`src/rtl/sync_arith_pkg.sv`:
```
// rtl/sync_arith_pkg.sv - shared ALU status/entry types for the result buffer
package sync_arith_pkg;

  localparam int STATUS_W = 4;
  localparam int ALU_BITS = 32;

  typedef logic [STATUS_W-1:0] alu_status_t;

  typedef struct packed {
    alu_status_t         status;
    logic [ALU_BITS-1:0] result;
  } alu_entry_t;

endpackage

```
`src/rtl/sync_fifo_core.sv`:
```
// rtl/sync_fifo_core.sv - generic show-ahead circular FIFO with count and full/empty
module sync_fifo_core #(
  parameter int WIDTH = 36,
  parameter int DEPTH = 8,
  parameter int CNT_W = $clog2(DEPTH) + 1
) (
  input  logic             clk,
  input  logic             rst_n,
  input  logic             push,
  input  logic             pop,
  input  logic [WIDTH-1:0] wr_data,
  output logic [WIDTH-1:0] rd_data,
  output logic [CNT_W-1:0] count,
  output logic             full,
  output logic             empty
);

  localparam int PTR_W = $clog2(DEPTH);
  localparam logic [PTR_W-1:0] PTR_ONE  = PTR_W'(1);
  localparam logic [CNT_W-1:0] CNT_ONE  = CNT_W'(1);
  localparam logic [CNT_W-1:0] CNT_FULL = CNT_W'(DEPTH);

  logic [WIDTH-1:0] mem_q [DEPTH];
  logic [PTR_W-1:0] wr_ptr_q, wr_ptr_d;
  logic [PTR_W-1:0] rd_ptr_q, rd_ptr_d;
  logic [CNT_W-1:0] count_q, count_d;
  logic             full_q, full_d;
  logic             empty_q, empty_d;

  // Pointer and occupancy update; pointers wrap naturally because DEPTH is a power of two.
  always_comb begin
    wr_ptr_d = wr_ptr_q;
    rd_ptr_d = rd_ptr_q;
    count_d  = count_q;
    if (push) wr_ptr_d = wr_ptr_q + PTR_ONE;
    if (pop)  rd_ptr_d = rd_ptr_q + PTR_ONE;
    if (push && !pop)      count_d = count_q + CNT_ONE;
    else if (pop && !push) count_d = count_q - CNT_ONE;
    full_d  = (count_d == CNT_FULL);
    empty_d = (count_d == '0);
  end

  // Control state register; full/empty registered with count so they never disagree.
  always_ff @(posedge clk or negedge rst_n) begin
    if (!rst_n) begin
      wr_ptr_q <= '0;
      rd_ptr_q <= '0;
      count_q  <= '0;
      full_q   <= 1'b0;
      empty_q  <= 1'b1;
    end else begin
      wr_ptr_q <= wr_ptr_d;
      rd_ptr_q <= rd_ptr_d;
      count_q  <= count_d;
      full_q   <= full_d;
      empty_q  <= empty_d;
    end
  end

  // Storage array is not reset; stale contents are hidden by the empty mask below.
  always_ff @(posedge clk) begin
    if (push) mem_q[wr_ptr_q] <= wr_data;
  end

  assign rd_data = empty_q ? '0 : mem_q[rd_ptr_q];
  assign count   = count_q;
  assign full    = full_q;
  assign empty   = empty_q;

endmodule

```
`src/rtl/sync_arith_result_buffer.sv`:
```
// rtl/sync_arith_result_buffer.sv - ALU result FIFO with sticky status and overflow flag
module sync_arith_result_buffer
  import sync_arith_pkg::*;
#(
  parameter int BITS  = 32,
  parameter int DEPTH = 8,
  parameter int CNT_W = $clog2(DEPTH) + 1
) (
  input  logic                i_clk,
  input  logic                i_reset,
  input  logic                i_wr_valid,
  input  logic [BITS-1:0]     i_result,
  input  logic [STATUS_W-1:0] i_status,
  output logic                o_rd_valid,
  input  logic                i_rd_ready,
  output logic [BITS-1:0]     o_rd_result,
  output logic [STATUS_W-1:0] o_rd_status,
  output logic [CNT_W-1:0]    o_count,
  output logic                o_full,
  output logic                o_empty,
  output logic [STATUS_W-1:0] o_sticky_status,
  input  logic                i_clr_sticky,
  output logic                o_overflow
);

  // Entry built locally so BITS may differ from the package default.
  typedef struct packed {
    alu_status_t     status;
    logic [BITS-1:0] result;
  } entry_t;

  entry_t      wr_entry, rd_entry;
  logic        push, pop, drop;
  logic        full, empty;
  alu_status_t sticky_q, sticky_d;
  logic        overflow_q, overflow_d;

  // Handshake decode: a pop while full frees the slot the concurrent write needs.
  always_comb begin
    pop  = !empty && i_rd_ready;
    push = i_wr_valid && (!full || pop);
    drop = i_wr_valid && full && !pop;
  end

  assign wr_entry = '{status: i_status, result: i_result};

  sync_fifo_core #(
    .WIDTH ($bits(entry_t)),
    .DEPTH (DEPTH),
    .CNT_W (CNT_W)
  ) u_core (
    .clk     (i_clk),
    .rst_n   (i_reset),
    .push    (push),
    .pop     (pop),
    .wr_data (wr_entry),
    .rd_data (rd_entry),
    .count   (o_count),
    .full    (full),
    .empty   (empty)
  );

  // Sticky flags: clear first, then fold in this cycle's event so new events win.
  always_comb begin
    sticky_d   = i_clr_sticky ? '0 : sticky_q;
    overflow_d = i_clr_sticky ? 1'b0 : overflow_q;
    if (push) sticky_d = sticky_d | i_status;
    if (drop) overflow_d = 1'b1;
  end

  // Sticky flag registers.
  always_ff @(posedge i_clk or negedge i_reset) begin
    if (!i_reset) begin
      sticky_q   <= '0;
      overflow_q <= 1'b0;
    end else begin
      sticky_q   <= sticky_d;
      overflow_q <= overflow_d;
    end
  end

  assign o_rd_valid      = !empty;
  assign o_rd_result     = rd_entry.result;
  assign o_rd_status     = rd_entry.status;
  assign o_full          = full;
  assign o_empty         = empty;
  assign o_sticky_status = sticky_q;
  assign o_overflow      = overflow_q;

endmodule

```
`config.mk`:
```
export PLATFORM = sky130hd
export DESIGN_NAME = sync_arith_result_buffer
export DESIGN_NICKNAME = d
export VERILOG_FILES = /design/src/rtl/sync_arith_pkg.sv /design/src/rtl/sync_fifo_core.sv /design/src/rtl/sync_arith_result_buffer.sv
export SDC_FILE = /design/constraint.sdc
export NUM_CORES = 1
export LEC_CHECK = 0
export ABC_AREA = 1
export CAP_MARGIN = 20
export CORE_ASPECT_RATIO = 0.7
export CORE_UTILIZATION = 50
export CTS_BUF_LIST = sky130_fd_sc_hd__clkbuf_4 sky130_fd_sc_hd__clkbuf_8 sky130_fd_sc_hd__clkbuf_16
export CTS_CLUSTER_DIAMETER = 40
export DETAILED_ROUTE_END_ITERATION = 8
export DONT_BUFFER_PORTS = 1
export HOLD_SLACK_MARGIN = 0.03
export PLACE_DENSITY = 0.66
export SETUP_SLACK_MARGIN = 0.4
export SLEW_MARGIN = 20
export SYNTH_ARGS = -nofsm -noshare
export SYNTH_HDL_FRONTEND = slang
export SYNTH_SLANG_ARGS = --single-unit
```
`constraint.sdc`:
```
create_clock -name i_clk -period 6.9 [get_ports i_clk]
set_clock_uncertainty 0.15 [all_clocks]
set_input_delay 0 -clock i_clk [delete_from_list [all_inputs] [get_ports i_clk]]
set_output_delay 0 -clock i_clk [all_outputs]
set_load 0.02 [all_outputs]
```
==> results.sh <==
export IMPL_status="completed"
export IMPL_ys_ff_latch=305
export IMPL_core_area_um2=23820
export IMPL_wl_met2_mm=11.72
export IMPL_cp_startpoint="u_core.empty$_DFF_PN1_"
export IMPL_synth_area_per_cell_um2=12.20
export IMPL_antennaDiodeCount=0
export IMPL_firstDrtPassIters=5
export IMPL_die_h_um=133.0
export IMPL_synthCells=1004
export IMPL_power_density_nw_per_um2=455.5
export IMPL_drv_slew=0
export IMPL_cts_made_buffers=35
export IMPL_wl_met1_mm=12.41
export IMPL_vdd_drop_max_v=0.0002942
export IMPL_clk_path_buf_depth=3
export IMPL_detail_route_antenna_nets=0
export IMPL_drive_above_1_share=0.07902
export IMPL_drc=0
export IMPL_setup_viol=0
export IMPL_ys_warn_count=0
export IMPL_startpoint_type="register"
export IMPL_io_pins=89
export IMPL_p_leak_nw=4.772
export IMPL_worstPathMaxFanout=19
export IMPL_start_util=0.5143
export IMPL_routedWlPerCell_um=19.00
export IMPL_required_ns=6.92
export IMPL_hpwl_mm=13.34
export IMPL_wirelength_mm=26.23
export IMPL_area_growth_pct=15.01
export IMPL_setup_slack_ns=3.492
export IMPL_htreeDepth=2
export IMPL_rsz0062_at_grt="false"
export IMPL_dieArea_um2=25140
export IMPL_grt_pass1_vias=7130
export IMPL_cp_slowest_cell="nor2_4"
export IMPL_route_met3_wl_mm=1.671
export IMPL_clock_latency_ns=0.50
export IMPL_fin_crit_sh=0.4939
export IMPL_nets=1083
export IMPL_synthesis_area_um2=12250
export IMPL_dpl_cell_area_um2=12470
export IMPL_antenna_found_initial=0
export IMPL_maxSlewHeadroom=0.3753
export IMPL_worst_slew_pin_slew_ns=0.9357
export IMPL_worstHoldStart="i_clr_sticky"
export IMPL_ff_latch_area_um2=9082
export IMPL_post_route_util=0.5915
export IMPL_top_layer_used="met4"
export IMPL_dp_slack_ns=4.049
export IMPL_vias_per_cell=5.444
export IMPL_syn_num_nets=1049
export IMPL_vias=7518
export IMPL_max_freq_ghz=0.2934
export IMPL_slowest_delay_ns=0.63
export IMPL_max_cap_viol_count=0
export IMPL_postLayoutCellArea_um2=14090
export IMPL_cts_sinks=305
export IMPL_root_buffer="clkbuf_16"
export IMPL_crit_type="reg2reg"
export IMPL_post_cts_buffers=0
export IMPL_die_x_um=189.1
export IMPL_yosysSeqAreaShare=0.7409
export IMPL_gr_total_overflow=0
export IMPL_first_iter_violations=762
export IMPL_n_fill_cell=1859
export IMPL_place_congestion=0.7633
export IMPL_r2r_start="u_core.empty$_DFF_PN1_"
export IMPL_min_path_type="in2reg"
export IMPL_path_cells="nor2_2, o21ai_1, dlygate4sd3_1, inv_1, nand2_1, nor2_4, buf_4"
export IMPL_min_period_ns=3.408
export IMPL_crit_path_end_kind="register"
export IMPL_critPathArrivalTime_ns=3.43
export IMPL_synth_distinct_cells=26
export IMPL_track_usage=0.2127
export IMPL_hold_violations=0
export IMPL_grt_pass1_wl_mm=41.21
export IMPL_rows=47
export IMPL_port_buffers=0
export IMPL_grt_max_degree=146
export IMPL_cts_tree="done"
export IMPL_tns_ns=0
export IMPL_ctsResizeCount=0
export IMPL_path_clk_slew_ns=0.06
export IMPL_multiInputGateArea_um2=2793
## cell type report
cell class              count  area share
well taps                 318     0.02824
multi-input cells         618      0.1982
flip-flops and latches    305      0.6447
repair buffers             55     0.04015
clock inverters            21     0.01430
inverters                  23    0.006484
clock buffers              41     0.06786
## registers in the layout, indices dropped and copies added (netlist names)
signal and flops:
u_core.mem_q 288, o_sticky_status 4, u_core.count 4, u_core.rd_ptr_q 3
u_core.wr_ptr_q 3, o_overflow 1, u_core.empty 1, u_core.full 1
## worst paths after layout
path | to | slack (ns) | depth (start not counted)
worst max-delay path | u_core.mem_q[5][20]$_DFFE_PP_ | 3.49 | 7
worst max register to register | u_core.mem_q[5][20]$_DFFE_PP_ | 3.49 | 7
worst min-delay path | o_sticky_status[3]$_DFF_PN0_ | 0.12 | 2
min in group asynchronous | u_core.count[0]$_DFF_PN0_ | 0.42 | 2
max in group asynchronous | u_core.rd_ptr_q[1]$_DFFE_PN0P_ | 5.60 | 2
worst min register to register | u_core.wr_ptr_q[0]$_DFFE_PN0P_ | 0.42 | 2
## through the flow
step	instances	hold WS [ns]	total power [mW]
final	1381	0.1202	6.417
after global routing	1381	0.1325	6.795
after CTS	1380	0.09848	6.454
after detailed placement	1275	-0.4446	4.565
after global placement	1273	-0.4449	4.523
after floorplan	1004	-0.4456	4.141
## critical path, delay by kind of cell (launching register included)
family                 cells  cell delay (ns)
AO/OA/AOI/OAI              1             0.10
buffers and inverters      3             1.27
flip-flops                 1             0.41
AND/OR/NAND/NOR            3             1.14
## synthesized netlist by cell type
cell        n  area, µm²
xnor2_1     1      8.760
or2_2       1      6.260
nand3_1     8      40.04
o21ai_1   116      580.6
nand2_1    35      131.4
buf_12      1      20.02
buf_1       4      15.01
inv_1      20      75.07
clkbuf_2    3      15.01
buf_6       9      101.4
clkbuf_1   21      78.83
xor2_1      4      35.03
nor2_2      1      6.260
dfrtp_1    16      400.4
nand3_2     1      10.01
buf_2      12      60.06
buf_4       8      60.06
ha_1        4      50.05
inv_6       1      8.760
o21ai_0   144      720.7
inv_2       2      7.510
nor2_1    301       1130
edfxtp_1  288       8648
nand3b_1    1      7.510
dfstp_2     1      26.28
nand4_1     1      6.260
## cell usage in the layout, fill, tap and decap left out, drive strengths merged
cell | Yosys | routed
clkinv | 0 | 12
dfrtp | 16 | 16
xnor2 | 1 | 1
inv | 23 | 26
o21ai | 260 | 260
or2 | 1 | 1
edfxtp | 288 | 288
nand2 | 35 | 35
nor2 | 302 | 302
nand4 | 1 | 1
nand3 | 9 | 9
clkinvlp | 0 | 3
nand3b | 1 | 1
clkbuf | 24 | 41
dlygate4sd3 | 0 | 43
buf | 34 | 12
dfstp | 1 | 1
xor2 | 4 | 4
ha | 4 | 4
bufinv | 0 | 3
## logic make-up after synthesis
| family | synth area share |
|---|---|
| AOI/OAI and AO/OA | 0.1062 |
| adders and majority gates | 0.004086 |
| and+or+nand+nor | 0.1092 |
| buffers and inverters | 0.03606 |
| DFF | 0.7409 |
| xor gates and xnor gates | 0.003575 |
## layer usage
metal  up-vias  GRT usage
met5         -          0
met1      3670     0.3137
met4         0    0.05735
met2       187     0.3176
li1       3618          -
met3        43    0.05093
## power by group
group	internal (mW)	total [mW]	switching (mW)	leakage [nW]
registers	2.31	2.53	0.220	2.82
logic	0.531	2.06	1.53	1.39
clock network	1.11	1.83	0.719	0.562
## what timing repair did
item,CTS,global route
hold buffers,43,0
endpoints found under the hold margin,322,0
setup endpoints to repair,0,0
Note: power is estimated with default switching activity, not from simulation.
